==> config.mk <==
export PLATFORM = sky130hd
export DESIGN_NAME = regfile_bank
export DESIGN_NICKNAME = d
export VERILOG_FILES = /design/src/rtl/regfile_pkg.sv /design/src/rtl/regfile_bank.sv
export SDC_FILE = /design/constraint.sdc
export NUM_CORES = 1
export LEC_CHECK = 0
export CAP_MARGIN = 0
export CORE_UTILIZATION = 51
export DETAILED_ROUTE_END_ITERATION = 10
export GPL_TIMING_DRIVEN = 0
export MAX_ROUTING_LAYER = met4
export PLACE_DENSITY_LB_ADDON = 0.3
export SLEW_MARGIN = 10
export SYNTH_ARGS = -nofsm -noshare
export SYNTH_HDL_FRONTEND = slang
export SYNTH_SLANG_ARGS = --single-unit
==> constraint.sdc <==
create_clock -name i_clk -period 2.7 [get_ports i_clk]
set_input_delay 0.54 -clock i_clk [delete_from_list [all_inputs] [get_ports i_clk]]
set_output_delay 0.54 -clock i_clk [all_outputs]
set_load 0.005 [all_outputs]
==> src/rtl/regfile_pkg.sv <==
// regfile_pkg: shared op codes and FSM states for the register bank
package regfile_pkg;

   typedef enum logic [2:0] {
      OP_NOP       = 3'b000,
      OP_CLEAR     = 3'b001,
      OP_MOV_RN_R0 = 3'b010,
      OP_MOV_R0_RN = 3'b011,
      OP_LOAD_OR2  = 3'b100,
      OP_LOAD_ALU  = 3'b101,
      OP_READ      = 3'b110,
      OP_SWAP      = 3'b111
   } regfile_op_t;

   typedef enum logic {
      ST_IDLE     = 1'b0,
      ST_CLEARING = 1'b1
   } regfile_state_t;

endpackage

==> src/rtl/regfile_bank.sv <==
// regfile_bank: handshaken register bank with R0 accumulator, sequenced clear, swap and registered reads
module regfile_bank
   import regfile_pkg::*;
#(
   parameter int WIDTH  = 8,
   parameter int DEPTH  = 8,
   parameter int ADDR_W = $clog2(DEPTH)
) (
   input  logic              i_clk,
   input  logic              i_rst,
   input  logic              i_op_valid,
   output logic              o_op_ready,
   input  logic [2:0]        i_op,
   input  logic [ADDR_W-1:0] i_sel,
   input  logic [WIDTH-1:0]  i_or2_in,
   input  logic [WIDTH-1:0]  i_alu_in,
   output logic [WIDTH-1:0]  o_dataout_a,
   output logic [WIDTH-1:0]  o_dataout_b,
   output logic              o_rd_valid
);

   regfile_state_t    r_state;
   logic [ADDR_W-1:0] r_cnt;
   logic [WIDTH-1:0]  r_regs [DEPTH];

   regfile_op_t       w_op;
   logic              w_accept;
   logic              w_rn_we;
   logic              w_r0_we;
   logic              w_read;
   logic              w_clearing;
   logic              w_last;
   logic [WIDTH-1:0]  w_rn_d;
   logic [WIDTH-1:0]  w_rn_q;

   assign o_op_ready = (r_state == ST_IDLE);

   // decode the accepted op into R0/RN write enables and RN write data
   always_comb begin
      w_op       = regfile_op_t'(i_op);
      w_accept   = i_op_valid && o_op_ready;
      w_clearing = (r_state == ST_CLEARING);
      w_last     = (r_cnt == ADDR_W'(DEPTH - 1));
      w_rn_q     = r_regs[i_sel];
      w_read     = w_accept && (w_op == OP_READ);
      w_rn_we    = w_accept && (w_op inside {OP_MOV_RN_R0, OP_LOAD_OR2, OP_LOAD_ALU, OP_SWAP});
      w_r0_we    = w_accept && (w_op == OP_MOV_R0_RN || w_op == OP_SWAP);
      w_rn_d     = (w_op == OP_LOAD_OR2) ? i_or2_in :
                   (w_op == OP_LOAD_ALU) ? i_alu_in : r_regs[0];
   end

   // register array: clear sweep first, then RN write (covers sel=0 loads), then R0 write
   always_ff @(posedge i_clk or posedge i_rst) begin
      if (i_rst) begin
         for (int k = 0; k < DEPTH; k++) r_regs[k] <= '0;
      end else begin
         for (int k = 0; k < DEPTH; k++) begin
            if (w_clearing && r_cnt == ADDR_W'(k)) r_regs[k] <= '0;
            else if (w_rn_we && i_sel == ADDR_W'(k)) r_regs[k] <= w_rn_d;
            else if (w_r0_we && k == 0) r_regs[k] <= w_rn_q;
         end
      end
   end

   // two-state sequencer: one register zeroed per cycle while clearing
   always_ff @(posedge i_clk or posedge i_rst) begin
      if (i_rst) begin
         r_state <= ST_IDLE;
         r_cnt   <= '0;
      end else if (w_clearing) begin
         r_cnt   <= r_cnt + 1'b1;
         r_state <= w_last ? ST_IDLE : ST_CLEARING;
      end else if (w_accept && w_op == OP_CLEAR) begin
         r_cnt   <= '0;
         r_state <= ST_CLEARING;
      end
   end

   // registered read port; values hold until the next READ
   always_ff @(posedge i_clk or posedge i_rst) begin
      if (i_rst) begin
         o_dataout_a <= '0;
         o_dataout_b <= '0;
         o_rd_valid  <= 1'b0;
      end else begin
         o_rd_valid <= w_read;
         if (w_read) begin
            o_dataout_a <= r_regs[0];
            o_dataout_b <= w_rn_q;
         end
      end
   end

endmodule

-- Word-level counts from Yosys, hierarchy flattened
Cells that the tools add are included.
- $add $sub $neg: 1
- $lt $le $gt $ge: 1
- equality and inequality tests: 21
- mux-type cells: 27
- bitwise logic cells: 2
- reduce and logical (&&, ||, !) cells: 34
- operators with widths (kind ; count):
    $mux W8 ; 21
    $eq A3 B3 Y1 const B ; 12
    $bmux W8 S3 ; 1
    $logic_and A1 B1 Y1 ; 21
    $eq A3 B2 Y1 const B ; 6
    $reduce_bool A2 Y1 ; 8
    $eq A3 B1 Y1 const B ; 3
    $logic_not A3 Y1 ; 2
    $mux W3 ; 2
    $ge A4 B4 Y1 const B ; 1
    $not A3 Y4 ; 1
    $reduce_bool A4 Y1 ; 1
    $add A3 B1 Y3 const B ; 1
    $mux W1 ; 3
    $reduce_bool A3 Y1 ; 1
    $logic_or A1 B1 Y1 ; 1
    $not A1 Y1 ; 1
- flip-flop bits (word level): 85
- input port bits: 25
- output and inout bits: 18

-- Depth between registers and ports, before layout
- depth in word-level cells: 7
- mapped depth: 7

-- Least setup slack after synthesis
No wires, ideal clock.
- path kind: input to register
- start: input port i_sel[1]
- end: register o_dataout_b[2]
- arrival: 1.846 ns
- path slack: 0.729 ns
- stages: 5
- path buffers: 2
- path through: buf_2 > clkbuf_1 > mux4_2 > mux2_2 > mux2_2
- longest elaborated chain between the ends: 4
- RTL lines (element ; line ; RTL):
    from (decl) ; regfile_bank.sv:14 ; input logic [ADDR_W-1:0] i_sel,
    $not A3 Y4 (implied by the code) ; regfile_bank.sv:44 ; w_rn_q = r_regs[i_sel];
    $bmux W8 S3 ; regfile_bank.sv:44 ;
    $mux W8 (implied by the code) (2 in series) ; regfile_bank.sv:44 ;
    to (signal assigned) ; regfile_bank.sv:89 ; o_dataout_b <= w_rn_q;
    to (decl) ; regfile_bank.sv:18 ; output logic [WIDTH-1:0] o_dataout_b,
Every way passes these cells. The select of a mux whose other input is x is not followed.
A chain may end at the register's enable or synchronous reset.

-- Worst setup path after layout
- start: input port i_sel[1]
- end: register r_regs[61] in the netlist's numbering
- longest elaborated chain between the ends: 7
- RTL lines (element ; line ; RTL):
    $not A3 Y4 (implied by the code) ; regfile_bank.sv:44 ;
    $bmux W8 S3 ; regfile_bank.sv:44 ;
    $mux W8 (implied by the code) (2 in series) ; regfile_bank.sv:44 ;
    $mux W8 ; regfile_bank.sv:60 ; else if (w_r0_we && k == 0) r_regs[k] <= w_rn_q;
    $mux W8 ; regfile_bank.sv:59 ; else if (w_rn_we && i_sel == ADDR_W'(k)) r_regs[k] <= w_rn_d;
    $mux W8 ; regfile_bank.sv:58 ; if (w_clearing && r_cnt == ADDR_W'(k)) r_regs[k] <= '0;
    to (signal, indexed assignment) ; regfile_bank.sv:59 ;
    to (signal, indexed assignment) ; regfile_bank.sv:60 ;
    to (decl) ; regfile_bank.sv:24 ; logic [WIDTH-1:0] r_regs [DEPTH];
Parallel ways exist; a longest one is shown, timed or not. The select of a mux whose other input is x is not followed.

==> summary.md <==
| Metric | Value |
|---|---|
| Reg-to-reg critical path startpoint | `r_state$_DFF_PP0_` |
| Port buffer count | `between 40 and 50` |
| 1st-iter DRT viols | `around 220` |
| Post-detail-place hpwl | `7.40 mm` |
| Pins over their slew limit | `0` |
| Fin crit period | `about 2.5 ns` |
| GRT Total Usage | `26.3%` |
| Post-synth top flop | `dfrtp_1` |
| GRT Max-Usage Layer | `met2` |
| Final number of setup-violating endpoints | `0` |
| Post-Route Utilization | `between 60% and 70%` |
| CTS tree | `yes` |
| Slowest stage delay, CP | `approximately 0.50 ns` |
| Synth warn | `0` |
| # DRC | `0` |
| Clock Skews | `roughly 0.012 ns` |
| Slew HR | `between 40% and 50%` |
| First-pass GRT wire length | `16.4 mm` |
| Leak | `approximately 2.4 nW` |
| EDFF count, synth | `0` |
| Most frequent cell after synthesis | `dfrtp_1` |
| Initial antenna violation count | `0` |
| Hold Fails Final Rpt | `0` |
| Worst Setup End Kind | `flip-flop` |
| Minimum setup slack among reg-to-reg paths | `roughly 0.94 ns` |
| RSZ-0062 raised after global routing | `no` |
| Met1 usage | `34.6%` |
| Critical Path AT | `roughly 2.7 ns` |
| List of most frequent post-synthesis cells | `dfrtp_1 (85), nand2_1 (55), mux2i_1 (50)` |
| End of the critical path | `r_regs[61]$_DFFE_PP0P_` |
| Final WL | `slightly above 10 mm` |
| Largest net degree at the start of global routing | `35` |
| Synth top area share | `approximately half` |
| Wire per inst | `18.7 um` |
| Vias per inst | `5.76` |
| Yosys cell types | `43` |
| Height of the chip | `slightly above 90 um` |
| Core ar. | `0.00818 mm^2` |
| Syn Inst Count | `378` |
| VDD IR max | `between 0.0003 and 0.0004 V` |
| Post-synth ARST share | `100%` |
| Period Utilization, post-route | `between 90 and 100%` |
| DR pass1 iterations | `4` |
| Placer Congestion | `0.831` |
| Inst Count DP | `~530` |
| DIE AREA | `just under 0.009 mm^2` |
| Worst EP required | `2.96 ns` |
| Root Buffer | `clkbuf_8` |
| Number of global-route vias before repair | `about 3200` |
| Critical-path maximum fanout | `10` |
| Worst R2R End | `r_regs[5]$_DFFE_PP0P_` |
| Clock tree buffer depth | `2` |
| Seq/Total Area, Yosys | `approximately half` |
| Worst setup path startpoint | `i_sel[1]` |
| Nets | `around 460` |
| CTS sink count | `85` |
| Cell row count | `33` |
| Clk_lat worst skew | `approximately 0.36 ns` |
| Starting density of the core | `roughly 52%` |
| Critical Path Slowest Stage Cell | `clkdlybuf4s50_1` |
| Worst setup SP type | `input port` |
| Die Wd | `93.6 um` |
| Post-route ant nets | `0` |
| Tightest Hold Check Type | `reg2reg` |
| Grt total ovfl | `0` |
| Max Cap Viol | `0` |
| Critical path, cell by cell | `clkdlybuf4s50_1 > buf_2 > clkbuf_1 > mux4_2 > mux2_2 > a32o_1` |
| Synthesis-stage register bit count | `85` |
| Synth-to-layout area growth | `19.5%` |
| Peak Freq | `a little over 400 MHz` |
| PD cells | `877 mW/mm^2` |
| CTS clk-pin slew, worst paths | `approximately 0.09 ns` |
| Hold Path Depth | `2` |
| N_diodes | `0` |
| Post-Layout Cell Count | `542` |
| Critical path type | `in2reg` |
| Depth of the CTS H-tree | `3` |
| Synth area leader | `dfrtp_1` |
| R2R depth | `6` |
| Syn nets | `between 400 and 500` |
| Avg Cell Area, Syn | `between 10 and 15 um^2` |
| Ranking of synthesized cells by area | `dfrtp_1 (50%), mux2i_1 (12%), mux2_2 (7.6%), mux4_2 (5.3%), nand2_1 (4.8%)` |
| Vias | `around 3100` |
| Run status | `finished clean` |
| Routing usage on met2 | `41.1%` |
| Ports | `43` |
| GR met3 Demand/Resource | `under 10%` |
| Mapped cell area | `between 0.004 and 0.005 mm^2` |
| Pwr Total | `approximately 0.0045 W` |
| Slew at the pin closest to its max-slew limit | `roughly 0.78 ns` |
| Share of layout cells above drive strength 1 | `between 10% and 20%` |
| CTS buffer count | `9` |
==> what timing repair did <==
action	CTS	global route
gates resized for setup	0	1
hold buffers	0	0
endpoints found under the hold margin	0	0
endpoints found under the setup margin	0	1
buffers inserted	0	0
==> logic make-up (layout without fill, tap and decap cells) <==
kind of cell               Yosys count  count (layout)  share of synthesized area [%]
and+or+nand+nor                    118             118                           13.5
muxes                               89              89                           24.6
DFF                                 85              85                           49.7
AOI/OAI and AO/OA                   53              53                           7.29
buffers and inverters               26              85                           2.72
adders and majority gates            6               6                           1.76
xor gates and xnor gates             1               1                          0.380
==> how the worst min path moves through the flow <==
| stage | startpoint | end | slack [ns] |
|---|---|---|---|
| 2_1_floorplan | r_regs[36]$_DFFE_PP0P_ | r_regs[36]$_DFFE_PP0P_ | 0.46 |
| 3_3_place_gp | o_dataout_b[4]$_DFFE_PP0P_ | o_dataout_b[4]$_DFFE_PP0P_ | 0.47 |
| 3_5_place_dp | o_dataout_b[4]$_DFFE_PP0P_ | o_dataout_b[4]$_DFFE_PP0P_ | 0.47 |
| 4_1_cts | o_dataout_b[4]$_DFFE_PP0P_ | o_dataout_b[4]$_DFFE_PP0P_ | 0.49 |
| 5_1_grt | o_dataout_a[0]$_DFFE_PP0P_ | o_dataout_a[0]$_DFFE_PP0P_ | 0.53 |
| 6_report | o_dataout_b[4]$_DFFE_PP0P_ | o_dataout_b[4]$_DFFE_PP0P_ | 0.49 |
==> layout by cell type, fill, tap and decap left out, types with 2 or more instances in the layout <==
master	synthesis	routed
inv_1	6	5
clkbuf_1	6	6
nor3_1	2	2
mux2_2	29	29
a221oi_1	2	2
o211ai_1	2	2
o22ai_1	5	5
and3_1	3	3
mux2i_1	50	50
clkbuf_8	0	9
clkinvlp_4	0	4
a21boi_0	2	2
nand4_1	3	3
nand3b_1	2	2
bufinv_16	0	3
nand2b_1	4	4
nor2_1	10	10
ha_1	6	6
buf_2	12	12
o21ai_0	20	20
and2_1	2	2
nand2_1	55	55
clkdlybuf4s50_1	0	42
a21oi_1	15	14
nand3_1	27	27
buf_12	0	2
mux4_2	10	10
dfrtp_1	85	85
==> through the flow <==
| step | hold slack [ns] | setup WS (ns) | setup TNS (ns) | cell area, um^2 |
|---|---|---|---|---|
| floorplan | 0.463 | 0.729 | 0 | 4280 |
| global placement | 0.466 | -0.162 | -1.07 | 4830 |
| detailed placement | 0.474 | -0.195 | -2.30 | 4870 |
| CTS | 0.493 | 0.180 | 0 | 5110 |
| global route | 0.526 | 0.0849 | 0 | 5110 |
| finish | 0.491 | 0.213 | 0 | 5110 |
==> where the power goes <==
part / total, W / switching [W] / internal, W / leakage, nW
clock network: 0.00107 / 0.000460 / 0.000609 / 0.108
registers: 0.00199 / 0.000276 / 0.00171 / 1.15
logic: 0.00143 / 0.000700 / 0.000728 / 1.13
total: 0.00448 / 0.00144 / 0.00305 / 2.39
==> critical path, delay by kind of cell <==
kind            cells  cell delay [ns]
compound gates      1             0.27
buf+inv             3             1.21
mux                 2             0.72
==> per-layer routing <==
metal,vias to the layer above,share of wire [%]
li1,1468,-
met1,1551,46
met2,88,47
met3,15,6.0
met4,0,1.6
met5,-,0
==> final cells by class <==
cell class | count | area [um^2]
Timing Repair Buffer | 44 | 460
Sequential cell | 85 | 2130
Multi-Input combinational cell | 267 | 2040
Fill cell | 694 | 3060
Clock buffer | 9 | 124
Buffer | 20 | 93.8
Clock inverter | 6 | 113
Tap cell | 105 | 131
Inverter | 6 | 26.3
==> sequential cells by signal (all words and copies together), names as in the netlist <==
name	cells
r_regs	64
o_dataout_a	8
o_dataout_b	8
r_cnt	3
o_rd_valid	1
r_state	1
Power figures use the tool's default switching activity.
